==> src/rtl/instruction_fetch_pkg.sv <==
// rtl/instruction_fetch_pkg.sv - shared types and defaults for the instruction fetch unit
package instruction_fetch_pkg;

    localparam int          ADDR_W_DEF     = 32;
    localparam int          DATA_W_DEF     = 32;
    localparam int          IMEM_DEPTH_DEF = 5;
    localparam logic [31:0] RESET_PC_DEF   = 32'd0;

    typedef enum logic [1:0] {
        ST_IDLE  = 2'd0,
        ST_RUN   = 2'd1,
        ST_FAULT = 2'd2
    } fetch_state_t;

endpackage

==> src/rtl/fetch_buffer.sv <==
// rtl/fetch_buffer.sv - 2-entry circular {pc, instr} FIFO with flush
module fetch_buffer #(
    parameter int PC_W   = 32,
    parameter int DATA_W = 32
) (
    input  logic              clk,
    input  logic              rst_n,
    input  logic              i_push,
    input  logic [PC_W-1:0]   i_push_pc,
    input  logic [DATA_W-1:0] i_push_instr,
    input  logic              i_pop,
    input  logic              i_flush,
    output logic [1:0]        o_count,
    output logic              o_empty,
    output logic [PC_W-1:0]   o_head_pc,
    output logic [DATA_W-1:0] o_head_instr
);

    logic [PC_W-1:0]   r_pc    [2];
    logic [DATA_W-1:0] r_instr [2];
    logic              r_rd_ptr;
    logic              r_wr_ptr;
    logic [1:0]        r_count;

    logic w_pop;
    logic w_push;

    // A push into a full buffer is only legal when the head leaves in the same cycle.
    assign w_pop  = i_pop & (r_count != 2'd0);
    assign w_push = i_push & ((r_count != 2'd2) | w_pop);

    always_ff @(posedge clk or negedge rst_n) begin
        if (!rst_n) begin
            for (int i = 0; i < 2; i++) begin
                r_pc[i]    <= '0;
                r_instr[i] <= '0;
            end
            r_rd_ptr <= 1'b0;
            r_wr_ptr <= 1'b0;
            r_count  <= 2'd0;
        end else if (i_flush) begin
            r_rd_ptr <= 1'b0;
            r_wr_ptr <= 1'b0;
            r_count  <= 2'd0;
        end else begin
            if (w_push) begin
                r_pc[r_wr_ptr]    <= i_push_pc;
                r_instr[r_wr_ptr] <= i_push_instr;
                r_wr_ptr          <= ~r_wr_ptr;
            end
            if (w_pop) begin
                r_rd_ptr <= ~r_rd_ptr;
            end
            case ({w_push, w_pop})
                2'b10:   r_count <= r_count + 2'd1;
                2'b01:   r_count <= r_count - 2'd1;
                default: r_count <= r_count;
            endcase
        end
    end

    assign o_count      = r_count;
    assign o_empty      = (r_count == 2'd0);
    assign o_head_pc    = r_pc[r_rd_ptr];
    assign o_head_instr = r_instr[r_rd_ptr];

endmodule

==> src/rtl/instruction_fetch.sv <==
// rtl/instruction_fetch.sv - PC, fetch FSM and credit control feeding decode through a 2-entry buffer
module instruction_fetch
    import instruction_fetch_pkg::*;
#(
    parameter int                ADDR_W     = ADDR_W_DEF,
    parameter int                DATA_W     = DATA_W_DEF,
    parameter int                IMEM_DEPTH = IMEM_DEPTH_DEF,
    parameter logic [ADDR_W-1:0] RESET_PC   = ADDR_W'(RESET_PC_DEF)
) (
    input  logic              clk,
    input  logic              rst_n,
    input  logic              enable,
    output logic [ADDR_W-1:0] imem_addr,
    input  logic [DATA_W-1:0] imem_instr,
    input  logic              redirect_valid,
    input  logic [ADDR_W-1:0] redirect_pc,
    output logic              inst_valid,
    input  logic              inst_ready,
    output logic [DATA_W-1:0] inst_out,
    output logic [ADDR_W-1:0] inst_pc,
    output logic              fault,
    output logic              busy
);

    fetch_state_t      r_state;
    fetch_state_t      w_state_next;
    logic [ADDR_W-1:0] r_fetch_pc;
    logic              r_inflight;
    logic [ADDR_W-1:0] r_inflight_pc;
    logic              r_fault;

    logic       w_issue;
    logic       w_fault_set;
    logic       w_in_range;
    logic       w_pop;
    logic       w_push;
    logic       w_empty;
    logic [1:0] w_count;
    logic [2:0] w_credit_use;
    logic       w_credit_ok;

    assign w_in_range   = (r_fetch_pc < ADDR_W'(IMEM_DEPTH));
    assign w_pop        = inst_valid & inst_ready;
    assign w_push       = r_inflight & ~redirect_valid;
    // Slots already claimed after this cycle's pop; a new issue needs one free slot.
    assign w_credit_use = {1'b0, w_count} + {2'b00, r_inflight} - {2'b00, w_pop};
    assign w_credit_ok  = (w_credit_use < 3'd2);

    always_comb begin
        w_state_next = r_state;
        w_issue      = 1'b0;
        w_fault_set  = 1'b0;
        if (redirect_valid) begin
            w_state_next = enable ? ST_RUN : ST_IDLE;
        end else begin
            case (r_state)
                ST_IDLE: begin
                    if (enable) w_state_next = ST_RUN;
                end
                ST_RUN: begin
                    if (!w_in_range) begin
                        w_state_next = ST_FAULT;
                        w_fault_set  = 1'b1;
                    end else if (!enable) begin
                        w_state_next = ST_IDLE;
                    end else if (w_credit_ok) begin
                        w_issue = 1'b1;
                    end
                end
                ST_FAULT: w_state_next = ST_FAULT;
                default:  w_state_next = ST_IDLE;
            endcase
        end
    end

    always_ff @(posedge clk or negedge rst_n) begin
        if (!rst_n) begin
            r_state       <= ST_IDLE;
            r_fetch_pc    <= RESET_PC;
            r_inflight    <= 1'b0;
            r_inflight_pc <= '0;
            r_fault       <= 1'b0;
        end else begin
            r_state <= w_state_next;
            if (redirect_valid) begin
                r_fetch_pc <= redirect_pc;
                r_inflight <= 1'b0;
                r_fault    <= 1'b0;
            end else begin
                r_inflight <= w_issue;
                if (w_issue) begin
                    r_inflight_pc <= r_fetch_pc;
                    r_fetch_pc    <= r_fetch_pc + 1'b1;
                end
                if (w_fault_set) r_fault <= 1'b1;
            end
        end
    end

    fetch_buffer #(
        .PC_W   (ADDR_W),
        .DATA_W (DATA_W)
    ) u_fetch_buffer (
        .clk          (clk),
        .rst_n        (rst_n),
        .i_push       (w_push),
        .i_push_pc    (r_inflight_pc),
        .i_push_instr (imem_instr),
        .i_pop        (w_pop),
        .i_flush      (redirect_valid),
        .o_count      (w_count),
        .o_empty      (w_empty),
        .o_head_pc    (inst_pc),
        .o_head_instr (inst_out)
    );

    // The fetch PC register itself drives the memory address, so it is always the next word to read.
    assign imem_addr  = r_fetch_pc;
    assign inst_valid = ~w_empty;
    assign fault      = r_fault;
    assign busy       = (r_state == ST_RUN) | ~w_empty | r_inflight;

endmodule

==> config.mk <==
export PLATFORM = sky130hd
export DESIGN_NAME = instruction_fetch
export DESIGN_NICKNAME = d
export VERILOG_FILES = /design/src/rtl/instruction_fetch_pkg.sv /design/src/rtl/fetch_buffer.sv /design/src/rtl/instruction_fetch.sv
export SDC_FILE = /design/constraint.sdc
export NUM_CORES = 1
export LEC_CHECK = 0
export ABC_AREA = 0
export BUFFER_PORTS_ARGS = -buffer_cell sky130_fd_sc_hd__buf_2
export CAP_MARGIN = 25
export CELL_PAD_IN_SITES_DETAIL_PLACEMENT = 1
export CELL_PAD_IN_SITES_GLOBAL_PLACEMENT = 1
export CORE_ASPECT_RATIO = 0.7
export CORE_UTILIZATION = 41
export DETAILED_ROUTE_END_ITERATION = 12
export GPL_TIMING_DRIVEN = 0
export PLACE_DENSITY = 0.72
export SLEW_MARGIN = 20
export SYNTH_ARGS = -nofsm -noshare
export SYNTH_HDL_FRONTEND = slang
export SYNTH_SLANG_ARGS = --single-unit
==> constraint.sdc <==
create_clock -name clk -period 2.95 [get_ports clk]
set_input_delay 0.295 -clock clk [delete_from_list [all_inputs] [get_ports clk]]
set_output_delay 0.295 -clock clk [all_outputs]
set_load 0.01 [all_outputs]
==> report_table.html <==
<table>
<tr><th>Metric</th><th>Value</th></tr>
<tr><th colspan="2">Setup path</th></tr>
<tr><td>Kind of launch point of the worst setup path</td><td>register</td></tr>
<tr><td>Logic depth of the worst path, buffers included</td><td>11</td></tr>
<tr><td>Crit-path cells</td><td>nor2_4 &gt; inv_2 &gt; and2_4 &gt; ha_1 &gt; nand2b_4 &gt; fa_2 &gt; nand4b_1 &gt; nor3_1 &gt; and4_1 &gt; buf_6 &gt; mux2_2</td></tr>
<tr><td>Crit path largest cell delay</td><td>0.54 ns</td></tr>
<tr><td>Critical-path cell with the highest stage delay</td><td>sky130_fd_sc_hd__fa_2</td></tr>
<tr><td>Minimum setup slack among reg-to-reg paths</td><td>around 0.11 ns</td></tr>
<tr><td>WP data required</td><td>about 3.3 ns</td></tr>
<tr><td>Critical path endpoint category</td><td>register</td></tr>
<tr><td>Depth of the worst register-to-register path</td><td>11</td></tr>
<tr><td>Data arrival, critical path</td><td>roughly 3.2 ns</td></tr>
<tr><td>Worst Setup Path Type</td><td>register to register</td></tr>
<tr><td>Max Fanout on Critical Path</td><td>6</td></tr>
<tr><td>Count of buffer and inverter cells on the critical path</td><td>2</td></tr>
<tr><td>Top cell family by delay on the critical path</td><td>simple AND/OR/NAND/NOR gates</td></tr>
<tr><th colspan="2">Global route</th></tr>
<tr><td>First-pass GRT wire length</td><td>30.8 mm</td></tr>
<tr><td>Vias in the first global route</td><td>slightly below 6000</td></tr>
<tr><td>Aggregate global routing overflow</td><td>0</td></tr>
<tr><td>Pin count of the biggest net entering global routing</td><td>94</td></tr>
<tr><td>GRT Util Overall</td><td>between 10% and 20%</td></tr>
<tr><td>Number of antenna violations at the first check in global routing</td><td>0</td></tr>
<tr><th colspan="2">Pwr</th></tr>
<tr><td>PD cells</td><td>514 nW/um^2</td></tr>
<tr><td>Largest voltage drop on the vdd net</td><td>~0.41 mV</td></tr>
<tr><td>Leakage</td><td>5.43 nW</td></tr>
<tr><th colspan="2">Detailed routing</th></tr>
<tr><td>Highest metal layer used by the detailed router</td><td>met4</td></tr>
<tr><td>Drt first pass iters</td><td>4</td></tr>
<tr><td>Mean number of vias per cell</td><td>just over 5</td></tr>
<tr><td>Drt wl/cell</td><td>18.1 um</td></tr>
<tr><td>Routed metal-1 wirelength</td><td>about 8.6 mm</td></tr>
<tr><td>Wire length on met2</td><td>about 9.3 mm</td></tr>
<tr><td>Total Routed Length</td><td>about 19 mm</td></tr>
<tr><td>Via count</td><td>roughly 5200</td></tr>
<tr><td>DR iter-0 viols</td><td>roughly 160</td></tr>
<tr><td>Met3 routed wirelength</td><td>618 um</td></tr>
<tr><td>DRC Markers</td><td>0</td></tr>
<tr><td>Number of antenna-violating nets in the routed design</td><td>0</td></tr>
<tr><th colspan="2">Final layout</th></tr>
<tr><td>Antenna fix cells</td><td>0</td></tr>
<tr><td>Final Net Count</td><td>between 800 and 900</td></tr>
<tr><td>Final-layout fill cell count</td><td>between 2000 and 2500</td></tr>
<tr><td>Multi-input gate area in the final layout</td><td>between 3000 and 4000 um^2</td></tr>
<tr><td>Final standard cell utilization of the core</td><td>between 50% and 60%</td></tr>
<tr><td>Highest-count cells in the layout ignoring fill and taps</td><td>212 x sky130_fd_sc_hd__mux2_2, 198 x sky130_fd_sc_hd__dfrtp_1, 169 x sky130_fd_sc_hd__buf_2</td></tr>
<tr><td>Final instance area</td><td>between 10000 and 15000 um^2</td></tr>
<tr><td>Area growth from synthesis to layout</td><td>22.1%</td></tr>
<tr><td>Sequential cell area in the final layout</td><td>5010 um^2</td></tr>
<tr><td>Ratio of cells with drive above 1 in the final layout</td><td>about three fifths</td></tr>
<tr><td>Leading cell type in the layout, fill and taps excluded</td><td>sky130_fd_sc_hd__mux2_2</td></tr>
<tr><th colspan="2">CTS</th></tr>
<tr><td>Number of levels in the clock H-tree</td><td>4</td></tr>
<tr><td>Inserted Clock Buffers</td><td>17</td></tr>
<tr><td>Number of sinks on the clock net</td><td>200</td></tr>
<tr><td>Clock network latency to the later pin of the worst-skew pair</td><td>about 0.43 ns</td></tr>
<tr><td>Maximum buffer depth of the clock tree</td><td>2</td></tr>
<tr><td>Clock tree from TritonCTS</td><td>built</td></tr>
<tr><td>Clock Root Buffer</td><td>sky130_fd_sc_hd__clkbuf_16</td></tr>
<tr><td>Worst-path clk slew</td><td>0.07 ns</td></tr>
<tr><th colspan="2">STA</th></tr>
<tr><td>Shortest period the worst path allows</td><td>~2.8 ns</td></tr>
<tr><td>Number of slew-limit violations in the final report</td><td>0</td></tr>
<tr><td>Maximum clock skew at final layout</td><td>between 0.01 and 0.015 ns</td></tr>
<tr><td>Worst hold slack after final layout</td><td>approximately 0.086 ns</td></tr>
<tr><td>Final total negative setup slack</td><td>0 ns</td></tr>
<tr><td>Setup repair after global routing missed its margin</td><td>false</td></tr>
<tr><td>Worst slew slack as a fraction of its limit</td><td>around 48%</td></tr>
<tr><td>Share of the clock period used by the worst path</td><td>between 90% and 100%</td></tr>
<tr><td>Peak Freq</td><td>about 350 MHz</td></tr>
<tr><td># setup viols final</td><td>0</td></tr>
<tr><td>Slew of the pin with the lowest slew margin</td><td>0.782 ns</td></tr>
<tr><td>Final number of hold-violating endpoints</td><td>0</td></tr>
<tr><th colspan="2">Yosys</th></tr>
<tr><td>Synthesis warning total</td><td>0</td></tr>
<tr><td>Nets in the synthesized netlist</td><td>639</td></tr>
<tr><td>Cell types occupying the most area after synthesis</td><td>sky130_fd_sc_hd__dfrtp_1 59%, sky130_fd_sc_hd__mux2_2 28%, sky130_fd_sc_hd__nor2b_1 2.4%</td></tr>
<tr><td>Area share of the largest cell type after synthesis</td><td>59.1%</td></tr>
<tr><td>Synth cell types</td><td>42</td></tr>
<tr><td>Cell type with the highest aggregate area in the netlist</td><td>sky130_fd_sc_hd__dfrtp_1</td></tr>
<tr><td>Number of register bits inferred by synthesis</td><td>200</td></tr>
<tr><td>Proportion of register bits with asynchronous set or reset after synthesis</td><td>100%</td></tr>
<tr><td>Most instantiated flip-flop cell in the synthesis netlist</td><td>sky130_fd_sc_hd__dfrtp_1</td></tr>
<tr><td>Number of enable flip-flop cells after synthesis</td><td>0</td></tr>
<tr><td>Average instance area after synthesis</td><td>about 15 um^2</td></tr>
<tr><td>Sequential-to-total area share from yosys stat</td><td>around three fifths</td></tr>
<tr><td>Post-Syn Area</td><td>~8500 um^2</td></tr>
<tr><td>Syn Inst Count</td><td>566</td></tr>
<tr><th colspan="2">Placed design</th></tr>
<tr><td>Count of buffers inserted at the top-level ports</td><td>~170</td></tr>
<tr><td>Global placer's final weighted congestion</td><td>approximately 0.82</td></tr>
<tr><td>Placed inst area</td><td>roughly 9700 um^2</td></tr>
<tr><td>Detailed-placement wirelength estimate</td><td>13.5 mm</td></tr>
<tr><th colspan="2">Hold path</th></tr>
<tr><td>Worst hold path cell count</td><td>2</td></tr>
<tr><td>Worst Hold Class</td><td>input port to register</td></tr>
<tr><th colspan="2">Floorplanning</th></tr>
<tr><td>Overall die width</td><td>174 um</td></tr>
<tr><td>Core area</td><td>20000 um^2</td></tr>
<tr><td>Initial standard-cell utilization of the core</td><td>42.3%</td></tr>
<tr><td>Die Footprint</td><td>about 21000 um^2</td></tr>
<tr><td>Top-level I/O count</td><td>around 170</td></tr>
<tr><td>Standard-cell row count</td><td>43</td></tr>
<tr><td>Die boundary height</td><td>between 100 and 150 um</td></tr>
<tr><th colspan="2">Outcome</th></tr>
<tr><td>Status</td><td>complete, no violations</td></tr>
<tr><th colspan="2">Job</th></tr>
<tr><td>Total of max-cap violations</td><td>0</td></tr>
</table>
## layout make-up
type / count / area share (%)
Tap cell: 270 / 3.27
Buffer: 30 / 2.24
Sequential cell: 200 / 48.4
Multi-Input combinational cell: 329 / 31.4
Clock inverter: 13 / 1.10
Inverter: 7 / 0.254
Clock buffer: 19 / 4.19
Timing Repair Buffer: 174 / 9.12
## cells in the mapped netlist (2+ instances only)
cell type,instances
sky130_fd_sc_hd__xor2_1,2
sky130_fd_sc_hd__nor4_1,9
sky130_fd_sc_hd__nor3_1,2
sky130_fd_sc_hd__clkbuf_1,4
sky130_fd_sc_hd__nor2_1,7
sky130_fd_sc_hd__ha_1,3
sky130_fd_sc_hd__a22oi_1,2
sky130_fd_sc_hd__buf_2,4
sky130_fd_sc_hd__a21oi_1,4
sky130_fd_sc_hd__nand2b_1,5
sky130_fd_sc_hd__mux2_2,212
sky130_fd_sc_hd__mux2_1,11
sky130_fd_sc_hd__buf_4,5
sky130_fd_sc_hd__inv_1,7
sky130_fd_sc_hd__dfrtp_1,200
sky130_fd_sc_hd__nand4_1,4
sky130_fd_sc_hd__nand3_1,4
sky130_fd_sc_hd__o31ai_1,3
sky130_fd_sc_hd__o21ai_0,4
sky130_fd_sc_hd__and2_1,3
sky130_fd_sc_hd__buf_1,4
sky130_fd_sc_hd__buf_6,12
sky130_fd_sc_hd__and4_1,2
sky130_fd_sc_hd__nor2b_1,32
sky130_fd_sc_hd__nand2_1,4
## worst reg2reg max path, cell delays in order (launching register included)
cell                       delay, ns
sky130_fd_sc_hd__dfrtp_2        0.43
sky130_fd_sc_hd__nor2_4         0.13
sky130_fd_sc_hd__inv_2          0.06
sky130_fd_sc_hd__and2_4         0.16
sky130_fd_sc_hd__ha_1           0.27
sky130_fd_sc_hd__nand2b_4       0.15
sky130_fd_sc_hd__fa_2           0.54
sky130_fd_sc_hd__nand4b_1       0.14
sky130_fd_sc_hd__nor3_1         0.15
sky130_fd_sc_hd__and4_1         0.24
sky130_fd_sc_hd__buf_6          0.14
sky130_fd_sc_hd__mux2_2         0.34
## final timing paths
kind | startpoint | to
max | u_fetch_buffer.o_count[0] | r_inflight_pc[2]
min | imem_instr[20] | u_fetch_buffer.r_instr[20]
max reg2reg | u_fetch_buffer.o_count[0] | r_inflight_pc[2]
min reg2reg | u_fetch_buffer.r_pc[42] | u_fetch_buffer.r_pc[42]
max in group asynchronous | rst_n | u_fetch_buffer.r_instr[0]
min in group asynchronous | rst_n | imem_addr[14]
## metrics by stage
step                      std cells  total power [W]  setup slack, ns
final                          1042          0.00532            0.107
after global routing           1042          0.00554         0.000556
after CTS                      1041          0.00540          0.00646
after detailed placement       1004          0.00319           -0.248
after global placement         1002          0.00315            -1.48
after floorplan                 566          0.00299            0.120
## cells by family after synthesis
kind of cell,share of synthesized area (%)
adder cells (fa/ha/maj),0.679
multiplexers,29.8
AND/OR/NAND/NOR,5.66
buffers and inverters,3.00
AO/OA/AOI/OAI,1.52
XOR/XNOR,0.310
flip-flops,59.1
## state kept, by name, indices dropped and copies added, names as in the netlist
| register | flops |
|---|---|
| fault | 1 |
| imem_addr | 32 |
| r_inflight | 1 |
| r_inflight_pc | 32 |
| r_state | 2 |
| u_fetch_buffer.o_count | 2 |
| u_fetch_buffer.r_instr | 64 |
| u_fetch_buffer.r_pc | 64 |
| u_fetch_buffer.r_rd_ptr | 1 |
| u_fetch_buffer.r_wr_ptr | 1 |
## where the power goes
group | internal [W] | switching [W]
Combinational | 0.000134 | 0.000170
Sequential | 0.00279 | 0.0000442
Clock | 0.00111 | 0.00108
## per-layer routing
metal,track usage [%],vias to the layer above
met5,0,-
met4,5.65,0
met3,4.43,19
met2,30.4,105
met1,24.8,2711
li1,-,2409
## repair_timing
item | 4_1_cts | 5_1_grt
hold endpoints to repair | 35 | 0
hold buffers | 1 | 0
resized for setup | 6 | 6
pin swaps | 1 | 4
buffers inserted | 4 | 1
setup endpoints to repair | 36 | 35
No activity file was read; power rests on OpenSTA's default activity.
